### config.mk
export PLATFORM = sky130hd
export DESIGN_NAME = decoder_stage_controller
export DESIGN_NICKNAME = d
export VERILOG_FILES = /design/src/rtl/decoder_stage_controller_pkg.sv /design/src/rtl/decoder_stage_controller_dwell.sv /design/src/rtl/decoder_stage_controller.sv
export SDC_FILE = /design/constraint.sdc
export NUM_CORES = 1
export LEC_CHECK = 0
export BUFFER_PORTS_ARGS = -buffer_cell sky130_fd_sc_hd__buf_2
export CORE_ASPECT_RATIO = 1.1
export CORE_UTILIZATION = 33
export DETAILED_ROUTE_END_ITERATION = 16
export HOLD_SLACK_MARGIN = 0.02
export PLACE_DENSITY = 0.83
export SLEW_MARGIN = 20
export SYNTH_ARGS = -nofsm -noshare
export SYNTH_HDL_FRONTEND = slang
export SYNTH_SLANG_ARGS = --single-unit
### constraint.sdc
create_clock -name clk -period 2.9 [get_ports clk]
set_input_delay 0.435 -clock clk [delete_from_list [all_inputs] [get_ports clk]]
set_output_delay 0.435 -clock clk [all_outputs]
set_load 0.02 [all_outputs]
### src/rtl/decoder_stage_controller_pkg.sv
// Shared stage codes and helpers for the controller and the PE array.
package decoder_stage_controller_pkg;

   localparam int STAGE_WIDTH = 3;

   localparam logic [STAGE_WIDTH-1:0] STAGE_IDLE                = 3'd0;
   localparam logic [STAGE_WIDTH-1:0] STAGE_MEASUREMENT_LOADING = 3'd1;
   localparam logic [STAGE_WIDTH-1:0] STAGE_GROW                = 3'd2;
   localparam logic [STAGE_WIDTH-1:0] STAGE_MERGE               = 3'd3;
   localparam logic [STAGE_WIDTH-1:0] STAGE_PEELING             = 3'd4;
   localparam logic [STAGE_WIDTH-1:0] STAGE_RESULT_VALID        = 3'd5;
   localparam logic [STAGE_WIDTH-1:0] STAGE_ERASURE_LOADING     = 3'd6;

   typedef struct packed {
      logic [STAGE_WIDTH-1:0] stage;
      logic                   start_ready;
      logic                   result_valid;
   } ctrl_out_t;

   function automatic int max3(input int a, input int b, input int c);
      int m;
      m = (a > b) ? a : b;
      return (m > c) ? m : c;
   endfunction

endpackage

### src/rtl/decoder_stage_controller_dwell.sv
// Loadable down-counter; done is high once the loaded count has drained.
module stage_dwell_counter #(
   parameter int WIDTH = 2
) (
   input  logic             clk,
   input  logic             reset,
   input  logic             load,
   input  logic [WIDTH-1:0] load_value,
   output logic             done
);

   logic [WIDTH-1:0] count;

   always_ff @(posedge clk) begin
      if (!reset) begin
         count <= '0;
      end else if (load) begin
         count <= load_value;
      end else if (count != '0) begin
         count <= count - 1'b1;
      end
   end

   assign done = (count == '0);

endmodule

### src/rtl/decoder_stage_controller.sv
// Global stage sequencer: load, grow/merge iterations, peel, result handoff.
module decoder_stage_controller
   import decoder_stage_controller_pkg::*;
#(
   parameter int PU_COUNT      = 64,
   parameter int ITER_WIDTH    = 8,
   parameter int MAX_ITER      = 200,
   parameter int SETTLE_CYCLES = 3,
   parameter int GROW_CYCLES   = 2,
   parameter int LOAD_CYCLES   = 2
) (
   input  logic                   clk,
   input  logic                   reset,
   input  logic                   start_valid,
   output logic                   start_ready,
   input  logic                   erasure_en,
   input  logic [PU_COUNT-1:0]    busy,
   input  logic [PU_COUNT-1:0]    odd,
   output logic [STAGE_WIDTH-1:0] global_stage,
   output logic                   result_valid,
   input  logic                   result_ack,
   output logic [ITER_WIDTH-1:0]  iter_count,
   output logic                   timeout
);

   typedef enum logic [2:0] {
      S_IDLE,
      S_LOAD,
      S_ERASE,
      S_GROW,
      S_MERGE,
      S_PEEL,
      S_RESULT
   } state_e;

   localparam int DWELL_MAX =
      max3(SETTLE_CYCLES, GROW_CYCLES, LOAD_CYCLES);
   localparam int DW = $clog2(DWELL_MAX + 1);

   localparam logic [DW-1:0] LOAD_LV   = DW'(LOAD_CYCLES - 1);
   localparam logic [DW-1:0] GROW_LV   = DW'(GROW_CYCLES - 1);
   localparam logic [DW-1:0] SETTLE_LV = DW'(SETTLE_CYCLES - 1);

   localparam logic [ITER_WIDTH-1:0] ITER_MAX = ITER_WIDTH'(MAX_ITER);

   state_e                state, state_nx;
   logic                  erase_q, erase_nx;
   logic [ITER_WIDTH-1:0] iter_q, iter_nx;
   logic                  timeout_q, timeout_nx;
   ctrl_out_t             out_q, out_nx;

   logic                  dwell_load;
   logic [DW-1:0]         dwell_val;
   logic                  dwell_done;
   logic                  any_busy;
   logic                  any_odd;

   assign any_busy = |busy;
   assign any_odd  = |odd;

   function automatic logic [STAGE_WIDTH-1:0] stage_of(input state_e s);
      logic [STAGE_WIDTH-1:0] code;
      code = STAGE_IDLE;
      unique case (s)
         S_LOAD:   code = STAGE_MEASUREMENT_LOADING;
         S_ERASE:  code = STAGE_ERASURE_LOADING;
         S_GROW:   code = STAGE_GROW;
         S_MERGE:  code = STAGE_MERGE;
         S_PEEL:   code = STAGE_PEELING;
         S_RESULT: code = STAGE_RESULT_VALID;
         default:  code = STAGE_IDLE;
      endcase
      return code;
   endfunction

   stage_dwell_counter #(
      .WIDTH(DW)
   ) u_dwell (
      .clk       (clk),
      .reset     (reset),
      .load      (dwell_load),
      .load_value(dwell_val),
      .done      (dwell_done)
   );

   always_comb begin
      state_nx   = state;
      erase_nx   = erase_q;
      iter_nx    = iter_q;
      timeout_nx = timeout_q;
      unique case (state)
         S_IDLE: begin
            if (start_valid && out_q.start_ready) begin
               state_nx   = S_LOAD;
               erase_nx   = erasure_en;
               iter_nx    = '0;
               timeout_nx = 1'b0;
            end
         end
         S_LOAD: begin
            if (dwell_done) begin
               state_nx = erase_q ? S_ERASE : S_GROW;
            end
         end
         S_ERASE: begin
            if (dwell_done) begin
               state_nx = S_MERGE;
            end
         end
         S_GROW: begin
            if (dwell_done) begin
               state_nx = S_MERGE;
            end
         end
         S_MERGE: begin
            if (dwell_done && !any_busy) begin
               if (!any_odd) begin
                  state_nx = S_PEEL;
               end else if (iter_q < ITER_MAX) begin
                  state_nx = S_GROW;
               end else begin
                  state_nx   = S_PEEL;
                  timeout_nx = 1'b1;
               end
            end
         end
         S_PEEL: begin
            if (dwell_done && !any_busy) begin
               state_nx = S_RESULT;
            end
         end
         S_RESULT: begin
            if (result_ack) begin
               state_nx = S_IDLE;
            end
         end
         default: state_nx = S_IDLE;
      endcase

      // One count per GROW visit, taken on entry, saturating at the cap.
      if (state_nx == S_GROW && state != S_GROW
          && iter_nx < ITER_MAX) begin
         iter_nx = iter_nx + 1'b1;
      end
   end

   always_comb begin
      dwell_load = (state_nx != state);
      dwell_val  = '0;
      unique case (state_nx)
         S_LOAD,
         S_ERASE:  dwell_val = LOAD_LV;
         S_GROW:   dwell_val = GROW_LV;
         S_MERGE,
         S_PEEL:   dwell_val = SETTLE_LV;
         default:  dwell_val = '0;
      endcase
   end

   always_comb begin
      out_nx              = '0;
      out_nx.stage        = stage_of(state_nx);
      out_nx.start_ready  = (state_nx == S_IDLE);
      out_nx.result_valid = (state_nx == S_RESULT);
   end

   always_ff @(posedge clk) begin
      if (!reset) begin
         state     <= S_IDLE;
         erase_q   <= 1'b0;
         iter_q    <= '0;
         timeout_q <= 1'b0;
         out_q     <= '{stage: STAGE_IDLE,
                        start_ready: 1'b1,
                        result_valid: 1'b0};
      end else begin
         state     <= state_nx;
         erase_q   <= erase_nx;
         iter_q    <= iter_nx;
         timeout_q <= timeout_nx;
         out_q     <= out_nx;
      end
   end

   assign global_stage = out_q.stage;
   assign start_ready  = out_q.start_ready;
   assign result_valid = out_q.result_valid;
   assign iter_count   = iter_q;
   assign timeout      = timeout_q;

endmodule

==> report_table.html <==
<table>
<tr><th>Metric</th><th>Value</th></tr>
<tr><th colspan="2">STA</th></tr>
<tr><td>Clock period minus worst slack</td><td>2250 ps</td></tr>
<tr><td>Max Clk Rate</td><td>approximately 440 MHz</td></tr>
<tr><td>Total Negative Setup Slacks</td><td>0 ps</td></tr>
<tr><td>Final cycle utilization of the critical path</td><td>about 78%</td></tr>
<tr><td>Final setup violation count</td><td>0</td></tr>
<tr><td>Maximum clock skew at final layout</td><td>3.58 ps</td></tr>
<tr><td>Slew at the pin closest to its max-slew limit</td><td>just under 600 ps</td></tr>
<tr><td>Minimum hold slack</td><td>about 410 ps</td></tr>
<tr><td>Final number of max-transition violations</td><td>0</td></tr>
<tr><td>Max-slew headroom</td><td>59.9%</td></tr>
<tr><td>Count of final hold-check violations</td><td>0</td></tr>
<tr><td>RSZ-0062 raised after global routing</td><td>no</td></tr>
<tr><td>Least setup slack across all paths after layout</td><td>650 ps</td></tr>
<tr><th colspan="2">Yosys</th></tr>
<tr><td>Dominant cells by area after synthesis</td><td>sky130_fd_sc_hd__dfxtp_1 (27%), sky130_fd_sc_hd__nor4_1 (12%), sky130_fd_sc_hd__a21oi_1 (5.7%), sky130_fd_sc_hd__nand4_1 (4.2%), sky130_fd_sc_hd__nand2_1 (3.8%)</td></tr>
<tr><td>Mean Syn Cell Area</td><td>just under 8 µm²</td></tr>
<tr><td>Count of flip-flops with a built-in enable after synthesis</td><td>0</td></tr>
<tr><td>Share of synthesized area occupied by flip-flops and latches</td><td>a little over a quarter</td></tr>
<tr><td>Post-Syn Area</td><td>about 1500 µm²</td></tr>
<tr><td>Net Count, Synth</td><td>326</td></tr>
<tr><td>Total of warnings raised by yosys</td><td>0</td></tr>
<tr><td>Post-synthesis async set-or-reset flop share</td><td>0%</td></tr>
<tr><td>Synth Register Bits</td><td>20</td></tr>
<tr><td>Synth area leader</td><td>sky130_fd_sc_hd__dfxtp_1</td></tr>
<tr><td>Commonest register cell after synthesis</td><td>sky130_fd_sc_hd__dfxtp_1</td></tr>
<tr><td>Yosys cell types</td><td>slightly below 50</td></tr>
<tr><td>Area share of the largest cell type after synthesis</td><td>26.8%</td></tr>
<tr><td>Gate Count Post-Synth</td><td>191</td></tr>
<tr><th colspan="2">Global route</th></tr>
<tr><td>GRT Util Overall</td><td>between 20% and 30%</td></tr>
<tr><td>Remaining Overflow, GRT</td><td>0</td></tr>
<tr><td>Antenna violations before repair</td><td>0</td></tr>
<tr><td>Via count of the first global-routing pass</td><td>approximately 1900</td></tr>
<tr><td>Pin count of the biggest net entering global routing</td><td>15</td></tr>
<tr><td>First-pass GRT wire length</td><td>roughly 7.9 mm</td></tr>
<tr><th colspan="2">Power and ir drop</th></tr>
<tr><td>Combinational group share of total power</td><td>a little over half</td></tr>
<tr><td>Power density over the cells</td><td>about 550 nW/µm²</td></tr>
<tr><td>Switch Pwr</td><td>between 0.5 and 0.6 mW</td></tr>
<tr><td>Fraction of power consumed by sequential logic</td><td>30.4%</td></tr>
<tr><td>Internal power consumption</td><td>roughly 0.77 mW</td></tr>
<tr><td>Clock network fraction of total power</td><td>16.6%</td></tr>
<tr><td>Worst IR Drop VDD</td><td>approximately 0.00030 V</td></tr>
<tr><td>Lkg Pwr</td><td>approximately 1.1 nW</td></tr>
<tr><td>Switching share of total power</td><td>40.3%</td></tr>
<tr><th colspan="2">CTS</th></tr>
<tr><td>Setup bufs post-CTS</td><td>0</td></tr>
<tr><td>Clk buf depth</td><td>2</td></tr>
<tr><td>Number of hold buffers added after cts</td><td>0</td></tr>
<tr><td>H-Tree Level Count</td><td>1</td></tr>
<tr><td>Sinks on the clock net</td><td>20</td></tr>
<tr><td>Post-CTS resize count</td><td>0</td></tr>
<tr><td>Buffer type at the clock tree root</td><td>sky130_fd_sc_hd__clkbuf_8</td></tr>
<tr><td>TritonCTS clock tree</td><td>done</td></tr>
<tr><td>Clock buffers created by TritonCTS</td><td>3</td></tr>
<tr><td>Insertion delay to the later sink of the worst-skew pair</td><td>around 260 ps</td></tr>
<tr><td>CTS clock-pin slew for the worst setup and hold paths</td><td>~80 ps</td></tr>
<tr><th colspan="2">Cells and area</th></tr>
<tr><td>Fill cell total of the finished layout</td><td>a little over 400</td></tr>
<tr><td>Relative area change from synthesis to final layout</td><td>56.2%</td></tr>
<tr><td>Count of nets after finishing</td><td>around 470</td></tr>
<tr><td>Total inserted antenna cells</td><td>0</td></tr>
<tr><td>Share of final-layout standard cells stronger than drive strength 1</td><td>between 40% and 50%</td></tr>
<tr><td>Non-filler cells in the finished layout</td><td>between 300 and 400</td></tr>
<tr><td>Most frequent cells in the layout</td><td>sky130_fd_sc_hd__buf_2 (146), sky130_fd_sc_hd__nor4_1 (29), sky130_fd_sc_hd__dfxtp_1 (20), sky130_fd_sc_hd__a21oi_1 (17), sky130_fd_sc_hd__nand2_1 (15)</td></tr>
<tr><td>Most common cell after layout, fill and taps aside</td><td>sky130_fd_sc_hd__buf_2</td></tr>
<tr><td>Layout Cell Area excl Fill</td><td>roughly 2300 µm²</td></tr>
<tr><th colspan="2">Critical path</th></tr>
<tr><td>Reg2Reg Setup Slack</td><td>between 600 and 700 ps</td></tr>
<tr><td>Depth of the worst register-to-register path</td><td>7</td></tr>
<tr><td>Data arrival time of the worst path</td><td>between 2000 and 2500 ps</td></tr>
<tr><td>CP startpoint</td><td>state[1]$_SDFF_PN0_</td></tr>
<tr><td>Critical path endpoint category</td><td>flip-flop</td></tr>
<tr><td>Reg-to-reg startpoint</td><td>state[1]$_SDFF_PN0_</td></tr>
<tr><td>Type of the setup path with the least slack</td><td>reg -&gt; reg</td></tr>
<tr><td>Required time at the endpoint of the critical path</td><td>about 3100 ps</td></tr>
<tr><td>Nature of the critical path startpoint</td><td>flip-flop</td></tr>
<tr><td>Critical path fanouts, max</td><td>14</td></tr>
<tr><td>Capture instance of the worst register-to-register path</td><td>iter_count[2]$_SDFF_PN0_</td></tr>
<tr><td>Capturing element of the worst setup path</td><td>iter_count[2]$_SDFF_PN0_</td></tr>
<tr><th colspan="2">Floorplanning</th></tr>
<tr><td>Effective utilization at floorplan</td><td>about a third</td></tr>
<tr><td>Boundary pin count</td><td>roughly 150</td></tr>
<tr><td>Chip Width</td><td>around 66 µm</td></tr>
<tr><td>Cell Rows</td><td>25</td></tr>
<tr><td>Core footprint</td><td>4320 µm²</td></tr>
<tr><td>DIE AREA</td><td>around 4800 µm²</td></tr>
<tr><td>Vertical extent of the die</td><td>between 70 and 80 µm</td></tr>
<tr><th colspan="2">Drt</th></tr>
<tr><td>Number of design-rule violations left by the first detailed-router iteration</td><td>127</td></tr>
<tr><td>Routed length per placed instance</td><td>12.9 µm</td></tr>
<tr><td>Number of nets still failing antenna checks after routing</td><td>0</td></tr>
<tr><td>First-pass DRT Iterations</td><td>4</td></tr>
<tr><td>Detailed-route vias per instance</td><td>between 5 and 6</td></tr>
<tr><td>Overall routed net length</td><td>approximately 5 mm</td></tr>
<tr><td>Via Count</td><td>between 2000 and 2500</td></tr>
<tr><td>Remaining DRCs</td><td>0</td></tr>
<tr><th colspan="2">Worst hold path</th></tr>
<tr><td>Worst hold path class</td><td>in -&gt; reg</td></tr>
<tr><th colspan="2">Status</th></tr>
<tr><td>Run status</td><td>completed</td></tr>
<tr><th colspan="2">Placement</th></tr>
<tr><td>Cell area after placement</td><td>about 2300 µm²</td></tr>
<tr><td>Number of buffers added on ports</td><td>roughly 150</td></tr>
<tr><td>Minimum setup slack after placement</td><td>428 ps</td></tr>
<tr><td>HPWL reported at the end of detailed placement</td><td>between 4 and 5 mm</td></tr>
<tr><td>DP Cell Count</td><td>slightly below 400</td></tr>
<tr><td>Final RePlAce weighted congestion</td><td>~0.85</td></tr>
<tr><th colspan="2">Flow run</th></tr>
<tr><td>Max-cap violations</td><td>0</td></tr>
</table>
through the flow:
stage               total power [mW]  utilization, %
floorplan                      0.864               -
global placement                1.05            52.8
detailed placement              1.07            52.8
CTS                             1.28            54.1
global route                    1.38            54.1
finish                          1.29            54.1
state kept, by name, summed over array words and instances, names as in the netlist:
signal         flops
state              3
global_stage       3
erase_q            1
start_ready        1
u_dwell.count      2
iter_count         8
timeout            1
result_valid       1
how the worst min path moves through the flow:
stage / startpoint / to / cells past startpoint
after floorplan: erase_q$_SDFFE_PN0P_ / erase_q$_SDFFE_PN0P_ / 2
after global placement: erase_q$_SDFFE_PN0P_ / erase_q$_SDFFE_PN0P_ / 2
after detailed placement: erase_q$_SDFFE_PN0P_ / erase_q$_SDFFE_PN0P_ / 2
after CTS: erasure_en / erase_q$_SDFFE_PN0P_ / 3
after global routing: erasure_en / erase_q$_SDFFE_PN0P_ / 3
final: erasure_en / erase_q$_SDFFE_PN0P_ / 3
worst max-delay path: stages (launching register included):
cell and delay, ps:
sky130_fd_sc_hd__dfxtp_1 440, sky130_fd_sc_hd__nor2_1 300, sky130_fd_sc_hd__nand2_1 200, sky130_fd_sc_hd__nor3_4 290, sky130_fd_sc_hd__and4b_2 320, sky130_fd_sc_hd__a2bb2oi_4 280, sky130_fd_sc_hd__a21oi_1 110, sky130_fd_sc_hd__a31o_2 210
power by group through the flow:
stage | Sequential, mW | Combinational (mW) | Clock [mW]
floorplan | 0.399 | 0.466 | 0
global placement | 0.393 | 0.660 | 0
detailed placement | 0.396 | 0.677 | 0
CTS | 0.391 | 0.680 | 0.214
global route | 0.399 | 0.756 | 0.224
finish | 0.393 | 0.685 | 0.214
cells in the mapped netlist (all sizes together) (2+ instances only):
cell and number:
xnor2 2, nand2 15, a21o 2, ha 2, nor4 31, a21oi 17
o21ai 6, a31o 4, a31oi 2, or3 3, o211ai 3, nand2b 3
nand3b 3, dfxtp 20, mux2i 4, and2 6, clkbuf 4, nand3 5
nor2 13, inv 5, nor3 5, nand4 10, and3 3, and4b 2
buf 2, nor2b 3
layer usage:
metal | part of all wire (%) | global-route usage [%] | vias up
met4 | 0.80 | 4.96 | 0
met3 | 6.4 | 2.34 | 6
met2 | 55 | 40.7 | 115
met1 | 38 | 23.5 | 911
met5 | 0 | 0 | -
li1 | - | - | 1041
final cells by class:
cell class | instances | area, µm² | area share [%]
multi-input combinational | 159 | 1040 | 44.7
sequential | 20 | 400 | 17.1
clock buffer | 4 | 55.1 | 2.36
tap | 54 | 67.6 | 2.89
timing repair buffer | 148 | 746 | 31.9
inverter | 6 | 22.5 | 0.964
cell families after synthesis:
| kind of cell | count (synthesis) | synth area share [%] |
|---|---|---|
| compound gates | 44 | 20.6 |
| xor+xnor | 2 | 1.17 |
| fa+ha+maj | 2 | 1.67 |
| buf+inv | 12 | 3.35 |
| flops | 20 | 26.8 |
| mux | 4 | 2.93 |
| simple gates | 107 | 43.5 |
Note: power is estimated with default switching activity, not from simulation.
